<file path="config.mk">
export PLATFORM = sky130hd
export DESIGN_NAME = adc_pd_flat
export DESIGN_NICKNAME = d
export VERILOG_FILES = /design/src/rtl/adc_pd_if.sv /design/src/rtl/adc_pd.sv /design/src/flat_wrapper.sv
export SDC_FILE = /design/constraint.sdc
export NUM_CORES = 1
export LEC_CHECK = 0
export CAP_MARGIN = 20
export CORE_AREA = 2 2 39 41
export DETAILED_ROUTE_END_ITERATION = 8
export DIE_AREA = 0 0 41 43
export GPL_TIMING_DRIVEN = 0
export HOLD_SLACK_MARGIN = 0.08
export SYNTH_ARGS = -nofsm -noshare
export SYNTH_HDL_FRONTEND = slang
export SYNTH_SLANG_ARGS = --single-unit
</file>
<file path="constraint.sdc">
create_clock -name clk_200kHz -period 1.25 [get_ports clk_200kHz]
set_input_delay 0.1875 -clock clk_200kHz [delete_from_list [all_inputs] [get_ports clk_200kHz]]
set_output_delay 0.1875 -clock clk_200kHz [all_outputs]
set_load 0.05 [all_outputs]
</file>
<file path="src/rtl/adc_pd_if.sv">
// ADC power-control bundle: power-down pin and ready flag.
// master drives the pins (sequencer), slave observes them (capture logic).
interface adc_pd_if;
    logic PD;
    logic ADC_ready;

    modport master (output PD, output ADC_ready);
    modport slave  (input  PD, input  ADC_ready);
endinterface

</file>
<file path="src/rtl/adc_pd.sv">
// ADC power-up sequencer: hold PD high, release it, wait for converter wake-up,
// then raise a sticky ready flag that only reset clears.
module adc_pd #(
    parameter int PD_HOLD_CYCLES = 20,
    parameter int WAKE_CYCLES    = 40
) (
    input  logic      clk_200kHz,
    input  logic      reset,
    adc_pd_if.master  o_adc
);
    localparam int MAX_CYCLES = (PD_HOLD_CYCLES > WAKE_CYCLES) ? PD_HOLD_CYCLES : WAKE_CYCLES;
    localparam int CW         = $clog2(MAX_CYCLES + 1);
    localparam logic [CW-1:0] HOLD_LAST = CW'(PD_HOLD_CYCLES - 1);
    localparam logic [CW-1:0] WAKE_LAST = CW'(WAKE_CYCLES - 1);

    typedef enum logic [1:0] {
        S_HOLD  = 2'd0,
        S_WAKE  = 2'd1,
        S_READY = 2'd2
    } state_t;

    state_t          r_state;
    logic [CW-1:0]   r_cnt;
    logic            r_pd;
    logic            r_ready;

    // Outputs are registered alongside the state so reset release never glitches the pins.
    always_ff @(posedge clk_200kHz or posedge reset) begin
        if (reset) begin
            r_state <= S_HOLD;
            r_cnt   <= '0;
            r_pd    <= 1'b1;
            r_ready <= 1'b0;
        end else begin
            case (r_state)
                S_HOLD: begin
                    if (r_cnt == HOLD_LAST) begin
                        r_state <= S_WAKE;
                        r_cnt   <= '0;
                        r_pd    <= 1'b0;
                    end else begin
                        r_cnt <= r_cnt + CW'(1);
                    end
                end
                S_WAKE: begin
                    if (r_cnt == WAKE_LAST) begin
                        r_state <= S_READY;
                        r_cnt   <= '0;
                        r_ready <= 1'b1;
                    end else begin
                        r_cnt <= r_cnt + CW'(1);
                    end
                end
                S_READY: begin
                    r_cnt <= '0;
                end
                default: begin
                    r_state <= S_HOLD;
                    r_cnt   <= '0;
                    r_pd    <= 1'b1;
                    r_ready <= 1'b0;
                end
            endcase
        end
    end

    assign o_adc.PD        = r_pd;
    assign o_adc.ADC_ready = r_ready;
endmodule

</file>
<file path="src/flat_wrapper.sv">
// flat-port wrapper written by rule: the top's interface ports become plain ports
module adc_pd_flat 
#(
    parameter int PD_HOLD_CYCLES = 20,
    parameter int WAKE_CYCLES    = 40
)
  (clk_200kHz, reset, o_adc_PD, o_adc_ADC_ready);
  adc_pd_if o_adc_i ();
  input  logic clk_200kHz;
  input  logic reset;
  output wire logic [$bits(o_adc_i.PD)-1:0] o_adc_PD;
  output wire logic [$bits(o_adc_i.ADC_ready)-1:0] o_adc_ADC_ready;
  assign o_adc_PD = o_adc_i.PD;
  assign o_adc_ADC_ready = o_adc_i.ADC_ready;
  adc_pd #(.PD_HOLD_CYCLES(PD_HOLD_CYCLES), .WAKE_CYCLES(WAKE_CYCLES)) u_core (.clk_200kHz(clk_200kHz), .reset(reset), .o_adc(o_adc_i));
endmodule
</file>
==> metrics.log <==
INFO  metric cts_made_buffers = 3
INFO  metric synth_cells = 52
INFO  metric floorplan.die_area = 1763 um2
INFO  metric final_max_slew_viol_count = 0
INFO  metric htreeDepth = 1
INFO  metric r2r.worst_path.cells = 4
INFO  metric drt-pass1-iter-count = 3
INFO  metric ir_worst_vdd = roughly 360 uV
INFO  metric layout-area-overhead-vs-synth = 39.50%
INFO  metric layout.cell_area.non_filler = 764.5 um2
INFO  metric period_share = 99.52%
INFO  metric detailed_place.area = 610.6 um2
INFO  metric drive_above_1_share = a little over two fifths
INFO  metric max_clock_freq = between 0.8 and 0.9 GHz
INFO  metric wl_met2 = 531 um
INFO  metric detail_route.drc_violations = 0
INFO  metric power_density = around 740 nW/um2
INFO  metric leakage = 0.2902 nW
INFO  metric fillerInstances = 126
INFO  metric root_buffer = sky130_fd_sc_hd__clkbuf_4
INFO  metric finalNetCount = 70
INFO  metric cts_tree = done
INFO  metric placedCellCount = 71
INFO  metric buffer_ports.inserted = 3
INFO  metric synth.avg_cell_area = 10.54 um2
INFO  metric worstReg2RegEnd = u_core.r_cnt[5]$_DFF_PP0_
INFO  metric finalWorstSetupSlack = approximately 0.0060 ns
INFO  metric coreArea = approximately 1400 um2
INFO  metric hold_slack = 0.1891 ns
INFO  metric p_total = 0.5659 mW
INFO  metric final_util = 55.24%
INFO  metric seq_area_frac_synth = 45.89%
INFO  metric timing_hold_violations_final = 0
INFO  metric cp_data_arrival_time = approximately 1.4 ns
INFO  metric fp.dieH = 43 um
INFO  metric first_pass_grt_wire_length = about 1800 um
INFO  metric wl_per_cell = 13.62 um
INFO  metric post_route_skew = 0.009078 ns
INFO  metric grt_setup_unrepaired = true
INFO  metric highest_signal_layer_in_the_routed_design = met4
INFO  metric antenna_violations_before_repair = 0
INFO  metric detailed_routing_wirelength_on_met1 = 498 um
INFO  metric gp_congestion = around 0.73
INFO  metric cts-hold-fix-buffers = 0
INFO  metric row_count = 14
INFO  metric grt_remaining_overflow = 0
INFO  metric die-width = a little over 40 um
INFO  metric detailedPlacementHpwl = about 680 um
INFO  metric antenna_cells_inserted = 0
INFO  metric period_minus_slack = 1.244 ns
INFO  metric routed_wl = roughly 1100 um
INFO  metric io_pins = 4
INFO  metric syn_area = 548.0 um2
INFO  metric timing_worst_setup_path_type = flip-flop to flip-flop
INFO  metric grt_pass1_vias = about 430
INFO  metric critPathMaxFanout = 6
INFO  metric cp-start-kind = flip-flop
INFO  metric cts.path.max_buffers = 2
INFO  metric fin_tns_setup = 0 ns
INFO  metric min-delay-path-class = input pin to async pin
INFO  metric vias = 440
INFO  metric layout.cells.non_filler = 79
INFO  metric rr_startpoint = u_core.r_cnt[1]$_DFF_PP0_
INFO  metric worst_slew_margin_rel = 74.48%
INFO  metric critical_path.endpoint_type = flip-flop
INFO  metric floorplan.initialDensity = 39.60%
INFO  metric ys_ff_latch = 10
INFO  metric synth.distinct_cells = 27
INFO  metric clk_pin_slew = 0.07 ns
INFO  metric run_status = finished, final reports clean
INFO  metric worst_slew_pin_slew = about 0.38 ns
INFO  metric met3WireLength = 29 um
INFO  metric grtUsageTotal = between 15 and 20%
INFO  metric net_count_after_synthesis = 58
INFO  metric detail-route-antenna-nets = 0
INFO  metric grt_start_max_net_pins = 11
INFO  metric reg2reg_setup_slack = roughly 0.0060 ns
INFO  metric drt-initial-drc-count = 11
INFO  metric required_arrival_time_at_the_worst_endpoint = 1.39 ns
INFO  metric cap_violations = 0
INFO  metric tritoncts_sinks = 10
INFO  metric dpl_worst_slack = -0.2386 ns
INFO  metric number_of_vias_per_cell_after_detailed_routing = 5.570
INFO  metric worstSkewPairLatency = 0.27 ns
INFO  metric total_of_endpoints_with_negative_setup_slack_in_the_final_report = 0
INFO  metric yosys_warnings = 0
-- worst max-delay path by stage --
stage | to | cells past startpoint | slack (ns) | from
after floorplan | u_core.r_cnt[5]$_DFF_PP0_ | 4 | 0.02 | u_core.r_cnt[0]$_DFF_PP0_
after global placement | o_adc_PD | 1 | -0.24 | u_core.o_adc.PD$_DFFE_PP1P_
after detailed placement | o_adc_PD | 1 | -0.24 | u_core.o_adc.PD$_DFFE_PP1P_
after CTS | o_adc_PD | 1 | 0.002 | u_core.o_adc.PD$_DFFE_PP1P_
after global routing | u_core.r_state[1]$_DFFE_PP0P_ | 5 | -0.08 | u_core.r_state[0]$_DFFE_PP0P_
final | u_core.r_cnt[5]$_DFF_PP0_ | 4 | 0.006 | u_core.r_cnt[1]$_DFF_PP0_
-- layout by cell type, fill, tap and decap left out, drive strengths merged --
master,Yosys,final
a21boi,1,1
a21oi,7,7
a22oi,2,2
and3,1,1
and4b,1,1
buf,1,4
clkbuf,0,6
clkdlybuf4s15,0,1
clkdlybuf4s50,0,1
dfrtp,9,9
dfstp,1,1
ha,4,4
inv,4,4
nand2,2,2
nand3,2,2
nand4b,1,1
nand4bb,1,1
nor2,1,1
nor3,2,2
o211ai,2,2
o21ai,4,4
o31ai,2,2
or3,1,1
xnor2,1,1
xor2,2,2
-- logic make-up (layout without fill, tap and decap cells) --
family,count (synthesis),in the layout,share of synthesized area (%)
buf+inv,5,16,3.651
compound gates,18,18,21.23
xor+xnor,3,3,4.795
fa+ha+maj,4,4,9.133
simple gates,12,12,15.30
flops,10,10,45.89
-- cell usage after synthesis, drive strengths merged --
cell / number / area, um2
a21boi: 1 / 7.510
a21oi: 7 / 35.03
a22oi: 2 / 20.02
and3: 1 / 6.260
and4b: 1 / 10.01
buf: 1 / 5.000
dfrtp: 9 / 225.2
dfstp: 1 / 26.28
ha: 4 / 50.05
inv: 4 / 15.01
nand2: 2 / 7.510
nand3: 2 / 15.01
nand4b: 1 / 8.760
nand4bb: 1 / 11.26
nor2: 1 / 3.750
nor3: 2 / 15.01
o211ai: 2 / 15.01
o21ai: 4 / 23.77
o31ai: 2 / 15.01
or3: 1 / 6.260
xnor2: 1 / 8.760
xor2: 2 / 17.52
-- flip-flops by register name, summed over array words and instances (netlist names) --
signal and cells:
u_core.r_cnt 6, u_core.r_state 2, u_core.o_adc.ADC_ready 1, u_core.o_adc.PD 1
-- timing repair --
| action | in CTS | in global routing |
|---|---|---|
| endpoints found under the setup margin | 10 | 11 |
| pin swaps | 1 | 8 |
| resized for setup | 16 | 13 |
| buffers inserted | 2 | 2 |
-- critical path: stages, from the launching register on --
cell and delay (ns):
sky130_fd_sc_hd__dfrtp_1 0.40, sky130_fd_sc_hd__ha_4 0.18, sky130_fd_sc_hd__nand4bb_4 0.16, sky130_fd_sc_hd__o21ai_4 0.28, sky130_fd_sc_hd__a22oi_2 0.11
-- metal layers --
| metal | vias up | global-route usage [%] |
|---|---|---|
| met2 | 4 | 22.50 |
| met4 | 0 | 10.00 |
| met5 | - | 0 |
| li1 | 214 | - |
| met1 | 220 | 20.07 |
| met3 | 2 | 4.712 |
-- power by group --
group | switching (mW) | total [mW] | internal [mW] | leakage [nW]
clock network | 0.110 | 0.233 | 0.123 | 0.0150
logic | 0.00636 | 0.00927 | 0.00291 | 0.165
registers | 0 | 0.324 | 0.324 | 0.110
total | 0.116 | 0.566 | 0.450 | 0.290
-- final cells by class --
class                      count  area [um2]  area share (%)
timing repair buffer           7       58.81           7.692
tap                           16       20.02           2.619
clock buffer                   4       26.28           3.437
inverter                       4       15.01           1.964
buffer                         1       7.507          0.9820
sequential                    10       254.0           33.22
multi-input combinational     37       382.9           50.08
(Power assumes the default switching activity.)
